**src/rtl/urp_pcie_rx_ack_scheduler.sv**
```systemverilog
// RX DLL ACK/NAK scheduler: coalesces ACKs by count/timeout, one NAK per error episode.
// Optional statistics counters are enabled with `define URP_PCIE_ACK_STATS_EN.
module urp_pcie_rx_ack_scheduler #(
  parameter int ACK_COALESCE = 4,
  parameter int ACK_TIMEOUT  = 64,
  parameter int SEQ_W        = 12
) (
  input  logic             clk,
  input  logic             rst_n,
  input  logic             tlp_good_i,
  input  logic [SEQ_W-1:0] tlp_seq_i,
  input  logic             tlp_bad_i,
  output logic [31:0]      dllp_o,
  output logic             dllp_valid_o,
  input  logic             dllp_read_i,
  output logic [15:0]      ack_cnt_o,
  output logic [15:0]      nak_cnt_o
);

  localparam logic [7:0]  COAL_MAX = 8'(ACK_COALESCE);
  localparam logic [15:0] TMO_LAST = 16'(ACK_TIMEOUT - 1);
  localparam logic [7:0]  DLLP_ACK = 8'h00;
  localparam logic [7:0]  DLLP_NAK = 8'h10;

  typedef enum logic [2:0] {
    S_IDLE,
    S_PENDING,
    S_SEND_ACK,
    S_SEND_NAK,
    S_NAK_SCHED
  } state_t;

  state_t           state_q, state_d;
  logic [SEQ_W-1:0] last_seq_q, last_seq_d;
  logic [7:0]       pend_q, pend_d, pend_inc;
  logic [15:0]      timer_q, timer_d;
  logic             nak_due_q, nak_due_d;
  logic             valid_q, valid_d;
  logic [31:0]      dllp_q, dllp_d;
  logic             good, bad, rd;
  logic             load_ack, load_nak;

  always_comb begin
    // A bad TLP in the same cycle as a good one swallows the good event.
    good       = tlp_good_i & ~tlp_bad_i;
    bad        = tlp_bad_i;
    rd         = dllp_read_i & valid_q;
    last_seq_d = good ? tlp_seq_i : last_seq_q;
    pend_inc   = (good && pend_q != COAL_MAX) ? pend_q + 8'd1 : pend_q;

    state_d   = state_q;
    pend_d    = pend_inc;
    timer_d   = timer_q;
    nak_due_d = nak_due_q;
    valid_d   = valid_q;
    dllp_d    = dllp_q;
    load_ack  = 1'b0;
    load_nak  = 1'b0;

    case (state_q)
      S_IDLE, S_NAK_SCHED: begin
        if (bad && state_q == S_IDLE) begin
          load_nak = 1'b1;
        end else if (good) begin
          pend_d  = 8'd1;
          timer_d = 16'd0;
          if (COAL_MAX == 8'd1) load_ack = 1'b1;
          else                  state_d  = S_PENDING;
        end
      end
      S_PENDING: begin
        timer_d = timer_q + 16'd1;
        if (bad)                                          load_nak = 1'b1;
        else if (pend_inc == COAL_MAX || timer_d == TMO_LAST) load_ack = 1'b1;
      end
      S_SEND_ACK: begin
        timer_d = 16'd0;
        if (bad) nak_due_d = 1'b1;
        // An ACK already on the wire is always delivered; a NAK queued behind it follows.
        if (rd) begin
          if (bad || nak_due_q)          load_nak = 1'b1;
          else if (pend_inc == COAL_MAX) load_ack = 1'b1;
          else begin
            valid_d = 1'b0;
            state_d = (pend_inc != 8'd0) ? S_PENDING : S_IDLE;
          end
        end
      end
      S_SEND_NAK: begin
        timer_d = 16'd0;
        if (rd) begin
          pend_d  = 8'd0;
          valid_d = 1'b0;
          state_d = S_NAK_SCHED;
        end
      end
      default: begin
        state_d = S_IDLE;
        valid_d = 1'b0;
      end
    endcase

    if (load_ack) begin
      state_d = S_SEND_ACK;
      valid_d = 1'b1;
      pend_d  = 8'd0;
      timer_d = 16'd0;
      dllp_d  = {DLLP_ACK, 12'h000, 12'(last_seq_d)};
    end
    if (load_nak) begin
      state_d   = S_SEND_NAK;
      valid_d   = 1'b1;
      nak_due_d = 1'b0;
      timer_d   = 16'd0;
      dllp_d    = {DLLP_NAK, 12'h000, 12'(last_seq_d)};
    end
  end

  always_ff @(posedge clk or negedge rst_n) begin
    if (!rst_n) begin
      state_q    <= S_IDLE;
      last_seq_q <= '1;
      pend_q     <= 8'd0;
      timer_q    <= 16'd0;
      nak_due_q  <= 1'b0;
      valid_q    <= 1'b0;
      dllp_q     <= 32'd0;
    end else begin
      state_q    <= state_d;
      last_seq_q <= last_seq_d;
      pend_q     <= pend_d;
      timer_q    <= timer_d;
      nak_due_q  <= nak_due_d;
      valid_q    <= valid_d;
      dllp_q     <= dllp_d;
    end
  end

  assign dllp_o       = dllp_q;
  assign dllp_valid_o = valid_q;

`ifdef URP_PCIE_ACK_STATS_EN
  logic [15:0] ack_cnt_q, ack_cnt_d;
  logic [15:0] nak_cnt_q, nak_cnt_d;

  always_comb begin
    ack_cnt_d = ack_cnt_q;
    nak_cnt_d = nak_cnt_q;
    if (rd && state_q == S_SEND_ACK && ack_cnt_q != 16'hFFFF) ack_cnt_d = ack_cnt_q + 16'd1;
    if (rd && state_q == S_SEND_NAK && nak_cnt_q != 16'hFFFF) nak_cnt_d = nak_cnt_q + 16'd1;
  end

  always_ff @(posedge clk or negedge rst_n) begin
    if (!rst_n) begin
      ack_cnt_q <= 16'd0;
      nak_cnt_q <= 16'd0;
    end else begin
      ack_cnt_q <= ack_cnt_d;
      nak_cnt_q <= nak_cnt_d;
    end
  end

  assign ack_cnt_o = ack_cnt_q;
  assign nak_cnt_o = nak_cnt_q;
`else
  assign ack_cnt_o = 16'h0000;
  assign nak_cnt_o = 16'h0000;
`endif

endmodule

```
**config.mk**
```make
export PLATFORM = sky130hd
export DESIGN_NAME = urp_pcie_rx_ack_scheduler
export DESIGN_NICKNAME = d
export VERILOG_FILES = /design/src/rtl/urp_pcie_rx_ack_scheduler.sv
export SDC_FILE = /design/constraint.sdc
export NUM_CORES = 1
export LEC_CHECK = 0
export BUFFER_PORTS_ARGS = -buffer_cell sky130_fd_sc_hd__buf_4
export CAP_MARGIN = 0
export CORE_ASPECT_RATIO = 1.4
export CORE_UTILIZATION = 42
export CTS_CLUSTER_DIAMETER = 150
export CTS_CLUSTER_SIZE = 30
export DETAILED_ROUTE_END_ITERATION = 8
export GPL_ROUTABILITY_DRIVEN = 1
export PLACE_DENSITY = 0.72
export SYNTH_ARGS = -nofsm -noshare
export SYNTH_HDL_FRONTEND = slang
export SYNTH_SLANG_ARGS = --single-unit
```
**constraint.sdc**
```tcl
create_clock -name clk -period 2.8 [get_ports clk]
set_input_delay 0.28 -clock clk [delete_from_list [all_inputs] [get_ports clk]]
set_output_delay 0.28 -clock clk [all_outputs]
set_load 0.005 [all_outputs]
```
==> results of run 1 <==
-- kinds of logic (layout without fill, tap and decap cells) --
logic type / Yosys count / count (layout)
adders and majority gates: 4 / 4
buffers and inverters: 76 / 61
DFF: 54 / 54
muxes: 13 / 13
xor gates and xnor gates: 4 / 4
other: 1 / 51
AOI/OAI and AO/OA: 94 / 94
and+or+nand+nor: 171 / 173
-- per-stage QoR --
stage                util  instance area [um2]  total power, mW  cells
finish              0.482                 3980             3.17    556
global route        0.482                 3980             3.37    556
CTS                 0.478                 3940             3.15    554
detailed placement  0.459                 3790             2.49    546
global placement    0.459                 3790             2.46    546
floorplan               -                 3800             2.11    467
-- state kept, by name (all words and copies together) (netlist names) --
name,flops
pend_q,8
nak_due_q,1
timer_q,16
state_q,3
last_seq_q,12
dllp_valid_o,1
dllp_o,13
-- layout by cell type, fill, tap and decap left out, types with 5 or more instances in the layout --
master and instances:
nor3_1 6, buf_4 47, nand3_1 6, dfstp_2 12, or2_2 5, nand2_1 55, a31oi_1 7, nand2b_1 9
a21oi_1 37, o21ai_0 25, mux2_4 11, clkbuf_16 5, nor2_1 47, conb_1 51, nand4b_1 5, inv_1 6
dfrtp_1 42
-- report_power, final --
group / switching (mW) / total, mW / internal [mW]
clock network: 0.307 / 0.650 / 0.343
registers: 0.119 / 1.08 / 0.963
logic: 0.770 / 1.44 / 0.669
total: 1.20 / 3.17 / 1.98
-- worst max path at each step --
stage                                   start  cells after the start                      to  slack [ps]
after floorplan           pend_q[0]$_DFF_PN0_                      9  dllp_o[10]$_DFFE_PN0P_         150
after global placement    pend_q[0]$_DFF_PN0_                      8   dllp_o[0]$_DFFE_PN0P_         130
after detailed placement  pend_q[0]$_DFF_PN0_                      8   dllp_o[0]$_DFFE_PN0P_          90
after CTS                 pend_q[0]$_DFF_PN0_                      8   dllp_o[0]$_DFFE_PN0P_          80
after global routing      pend_q[0]$_DFF_PN0_                      8   dllp_o[0]$_DFFE_PN0P_          -1
final                     pend_q[0]$_DFF_PN0_                      8  dllp_o[10]$_DFFE_PN0P_         160
-- layout make-up --
class / instances / area share
Tap cell: 102 / 0.0321
Multi-Input combinational cell: 339 / 0.491
Clock buffer: 5 / 0.0315
Inverter: 6 / 0.00567
Clock inverter: 3 / 0.00724
Timing Repair Buffer: 47 / 0.0888
Sequential cell: 54 / 0.344
-- repair_timing --
item / CTS / global route
setup buffers: 0 / 0
hold buffers: 0 / 0
gates resized for setup: 0 / 4
setup endpoints to repair: 0 / 22
-- metal layers --
layer  global-route usage  up-vias
met4               0.0845        0
met5                    0        -
met3               0.0352       22
li1                     -     1424
met1                0.209     1437
met2                0.325       90
==> results.toml, run 1 <==
[critical_path]
reg2reg_from = "pend_q[0]$_DFF_PN0_"
arrival_ps = 2830
cp_slowest_cell = "or4_4"
rrSetupSlack_ps = 160
startpoint_type = "flip-flop"
worstReg2RegEnd = "dllp_o[10]$_DFFE_PN0P_"
required_ps = 2990
end_kind = "flip-flop"
r2r_cells = 8
path_max_fanout = 5
crit_family = "simple AND/OR/NAND/NOR gates"
cp_num_buf_inv = 0
slowest_delay_ps = 520
cp_cell_sequence = "ha_1, nand3b_1, or4_4, a311oi_2, nand3_2, o32ai_4, or2_2, mux2_4"
worstSetupPathType = "reg2reg"

[sta]
fmaxAchievable_mhz = 378
fin_crit_sh = 0.944
whs_ps = 16.4
fin_tns_setup_ps = 0
layout_setup_ws_ps = 157
maxSlewHeadroom = 0.519
finalMaxSlewViolations = 0
post-route-min-period_ps = 2640
fin_worst_skew_ps = 5.13
hold_violations = 0
setup_viol = 0
worst-slew-pin-transition_ps = 716

[detailed_routing]
wl_met2_um = 4270
drt_first_pass_iters = 5
final_antenna_net_count = 0
wire_per_inst_um = 14.6
via_per_inst = 5.35
vias = 2973
drt_iter0_drc = 167
wl_met3_um = 286
highest_layer = "met4"
route.detailed.drc = 0
met1_length_um = 3320
drt_wl_total_um = 8100

[floorplan]
rows = 39
dieArea_um2 = 8970
ios = 82
dieHeight_um = 112
fp.dieW_um = 80.3
initial_core_util = 0.438
core_um2 = 8250

[global_route]
grt_antenna_before_repair = 0
grt_start_max_net_pins = 55
grt_pass1_vias = 2875
grt_use_total = 0.184
grt_pass1_wl_um = 12900
overflow = 0

[placement]
dp_slack_ps = 91.6
portBuffers = 30
hpwl_um = 5640
place_congestion = 0.920

[synthesis]
ys.warnings.count = 0
yosysTopAreaCellShare = 0.291
synth-edff-count = 0
avgSynthCellArea_um2 = 8.65
netlist_instances = 417
synth-seq-cells = 54
synth-simple-area-share = 0.243
synth_compound_area_frac = 0.160
yosysTopAreaCell = "dfrtp_1"
synth_ff_type = "dfrtp_1"
synth_xor_area_frac = 0.00971
synth.distinct_cells = 58
synth_top_family_by_area = "simple AND/OR/NAND/NOR gates"
synth_most_common_cell = "nand2_1"
muxShareOfSynthArea = 0.0520
synth_fa_ha_area_frac = 0.0139
netlist_area_um2 = 3610
synth_seq_area_share = 0.379
synthTopCellsByArea = "dfrtp_1, buf_4, dfstp_2"
yosys-top-cells-count = "nand2_1, buf_4, nor2_1"
async_reset_ff_frac = 1.00

[final_layout]
layout-area-overhead-vs-synth_pct = 10.2
num_antenna_cells = 0
drive_above_1_share = 0.222
fillCellCount = 790
multi_input_area_um2 = 1950
nNetsFinal = 474
seq_area_um2 = 1370

[clock_tree]
cts_tree = "built"
numCtsBuffers = 5
clockBufferDepth = 2
clk_pin_slew_ps = 70
cts_root_buffer = "clkbuf_16"
htree_levels = 2
clock_sink_count = 54
clock_latency_ps = 300

[min_path]
hp-class = "in2async"

[flow_run]
maxCapViolations = 0

[pwr]
ir_drop_mv = 0.465
p_per_area_nw_per_um2 = 798
leakage_nw = 1.82

[run_status]
status = "finished, final reports clean"
No activity file was read; power rests on OpenSTA's default activity.
==> inputs of run 2 (changes only) <==
CORE_UTILIZATION = 49   (was 42)
PLACE_DENSITY = 0.81   (was 0.72)
==> results.toml, run 2 (synthesis gave the netlist of run 1 again) <==
[run_status]
status = "finished, violations left"
violations = "negative hold slack"

[clock_tree]
clock_latency_ps = 320
numCtsBuffers = 5
clock_sink_count = 54
clockBufferDepth = 2
cts_tree = "built"
htree_levels = 2
clk_pin_slew_ps = 110
hold_buffers = 0
cts_root_buffer = "clkbuf_8"

[sta]
rsz0062_at_grt = "no"
fin_tns_setup_ps = 0
finalMaxSlewViolations = 0
maxSlewHeadroom = 0.547
fin_worst_skew_ps = 8.20
setup_viol = 0
fin_crit_sh = 0.954
fmaxAchievable_mhz = 374
post-route-min-period_ps = 2670
whs_ps = -10.6
worst-slew-pin-transition_ps = 679
hold_violations = 4

[final_layout]
final_area_um2 = 3900
layout_common_cells = "nand2_1, conb_1, nor2_1"
top_register = "timer_q"
final_common_cell = "nand2_1"
drive_above_1_share = 0.217
fin_util = 0.555
largest_reg_flops = 16
nNetsFinal = 471
layout-area-overhead-vs-synth_pct = 8.08
num_antenna_cells = 0

[floorplan]
ios = 82
initial_core_util = 0.514
rows = 36
dieHeight_um = 104
dieArea_um2 = 7720
fp.dieW_um = 74.5
core_um2 = 7030

[detailed_routing]
vias = 2975
drt_iter0_drc = 205
route.detailed.drc = 0
drt_first_pass_iters = 6
final_antenna_net_count = 0
via_per_inst = 5.45
wire_per_inst_um = 14.6
drt_wl_total_um = 7950

[global_route]
grt_use_total = 0.216
grt_start_max_net_pins = 55
overflow = 0
grt_antenna_before_repair = 0
grt_pass1_wl_um = 13000
grt_pass1_vias = 2750

[pwr]
leakage_nw = 1.79
swShare = 0.384
switchingPower_mw = 1.18
cellInternalPower_mw = 1.89
clkPwrFrac = 0.169
power_mw = 3.07
p_per_area_nw_per_um2 = 787
p_comb_frac = 0.470
ir_drop_mv = 0.630
p_seq_frac = 0.360

[critical_path]
slowest_delay_ps = 520
crit_family = "simple AND/OR/NAND/NOR gates"
worstSetupPathType = "reg2reg"
startpoint_type = "flip-flop"
cp_slowest_cell = "or4_4"
arrival_ps = 2880
end_kind = "flip-flop"
reg2reg_from = "pend_q[0]$_DFF_PN0_"
required_ps = 3010
path_max_fanout = 9
cp_num_buf_inv = 1
crit_path_start = "pend_q[0]$_DFF_PN0_"
cp_cell_sequence = "ha_2, nand3b_1, or4_4, a311oi_2, nand3_2, o32ai_4, or2_4, buf_12, mux2_4"

[flow_run]
maxCapViolations = 0

[placement]
hpwl_um = 5600
portBuffers = 30
place_congestion = 0.975
place_area_um2 = 3750

[min_path]
hp-class = "in2async"
-- run 2: final cells by class --
| cell class | instances | area, um2 |
|---|---|---|
| clock buffer | 6 | 93.8 |
| clock inverter | 2 | 17.5 |
| fill | 642 | 3130 |
| inverter | 6 | 22.5 |
| multi-input combinational | 337 | 1920 |
| sequential | 54 | 1370 |
| tap | 95 | 119 |
| timing repair buffer | 46 | 358 |
-- run 2: path summary, 6_finish.rpt --
check / depth (start not counted) / end / slack, ps
max: 9 / dllp_o[7]$_DFFE_PN0P_ / 130
min reg2reg: 2 / last_seq_q[5]$_DFF_PN1_ / 470
max reg2reg: 9 / dllp_o[7]$_DFFE_PN0P_ / 130
min in group clk: 3 / last_seq_q[0]$_DFF_PN1_ / 160
max in group asynchronous: 1 / pend_q[1]$_DFF_PN0_ / 2320
min: 1 / timer_q[14]$_DFFE_PN0P_ / -10
-- run 2: metrics by stage --
step	instances	setup slack (ps)	hold slack, ps
after CTS	546	57.7	24.4
final	546	128	-10.6
after global placement	535	90.6	361
after global routing	546	2.79	38.0
after detailed placement	535	-14.0	372
after floorplan	467	150	-15.6
-- run 2: power by group through the flow --
stage	Combinational [mW]	Sequential, mW	Clock, mW
after floorplan	1.04	1.08	0
after global placement	1.32	1.11	0
after detailed placement	1.37	1.11	0
after CTS	1.43	1.10	0.532
after global routing	1.58	1.13	0.558
final	1.44	1.11	0.520
-- run 2: timing repair --
item	in CTS	in global routing
setup endpoints to repair	7	11
resized for setup	0	3
gates cloned	0	0
setup buffers	3	0
-- run 2: layer usage --
| layer | up-vias | track usage | wire, um |
|---|---|---|---|
| met5 | - | 0 | 0 |
| met4 | 0 | 0.0728 | 146 |
| met3 | 14 | 0.0409 | 402 |
| met2 | 115 | 0.369 | 4240 |
| met1 | 1439 | 0.264 | 3160 |
| li1 | 1407 | - | - |
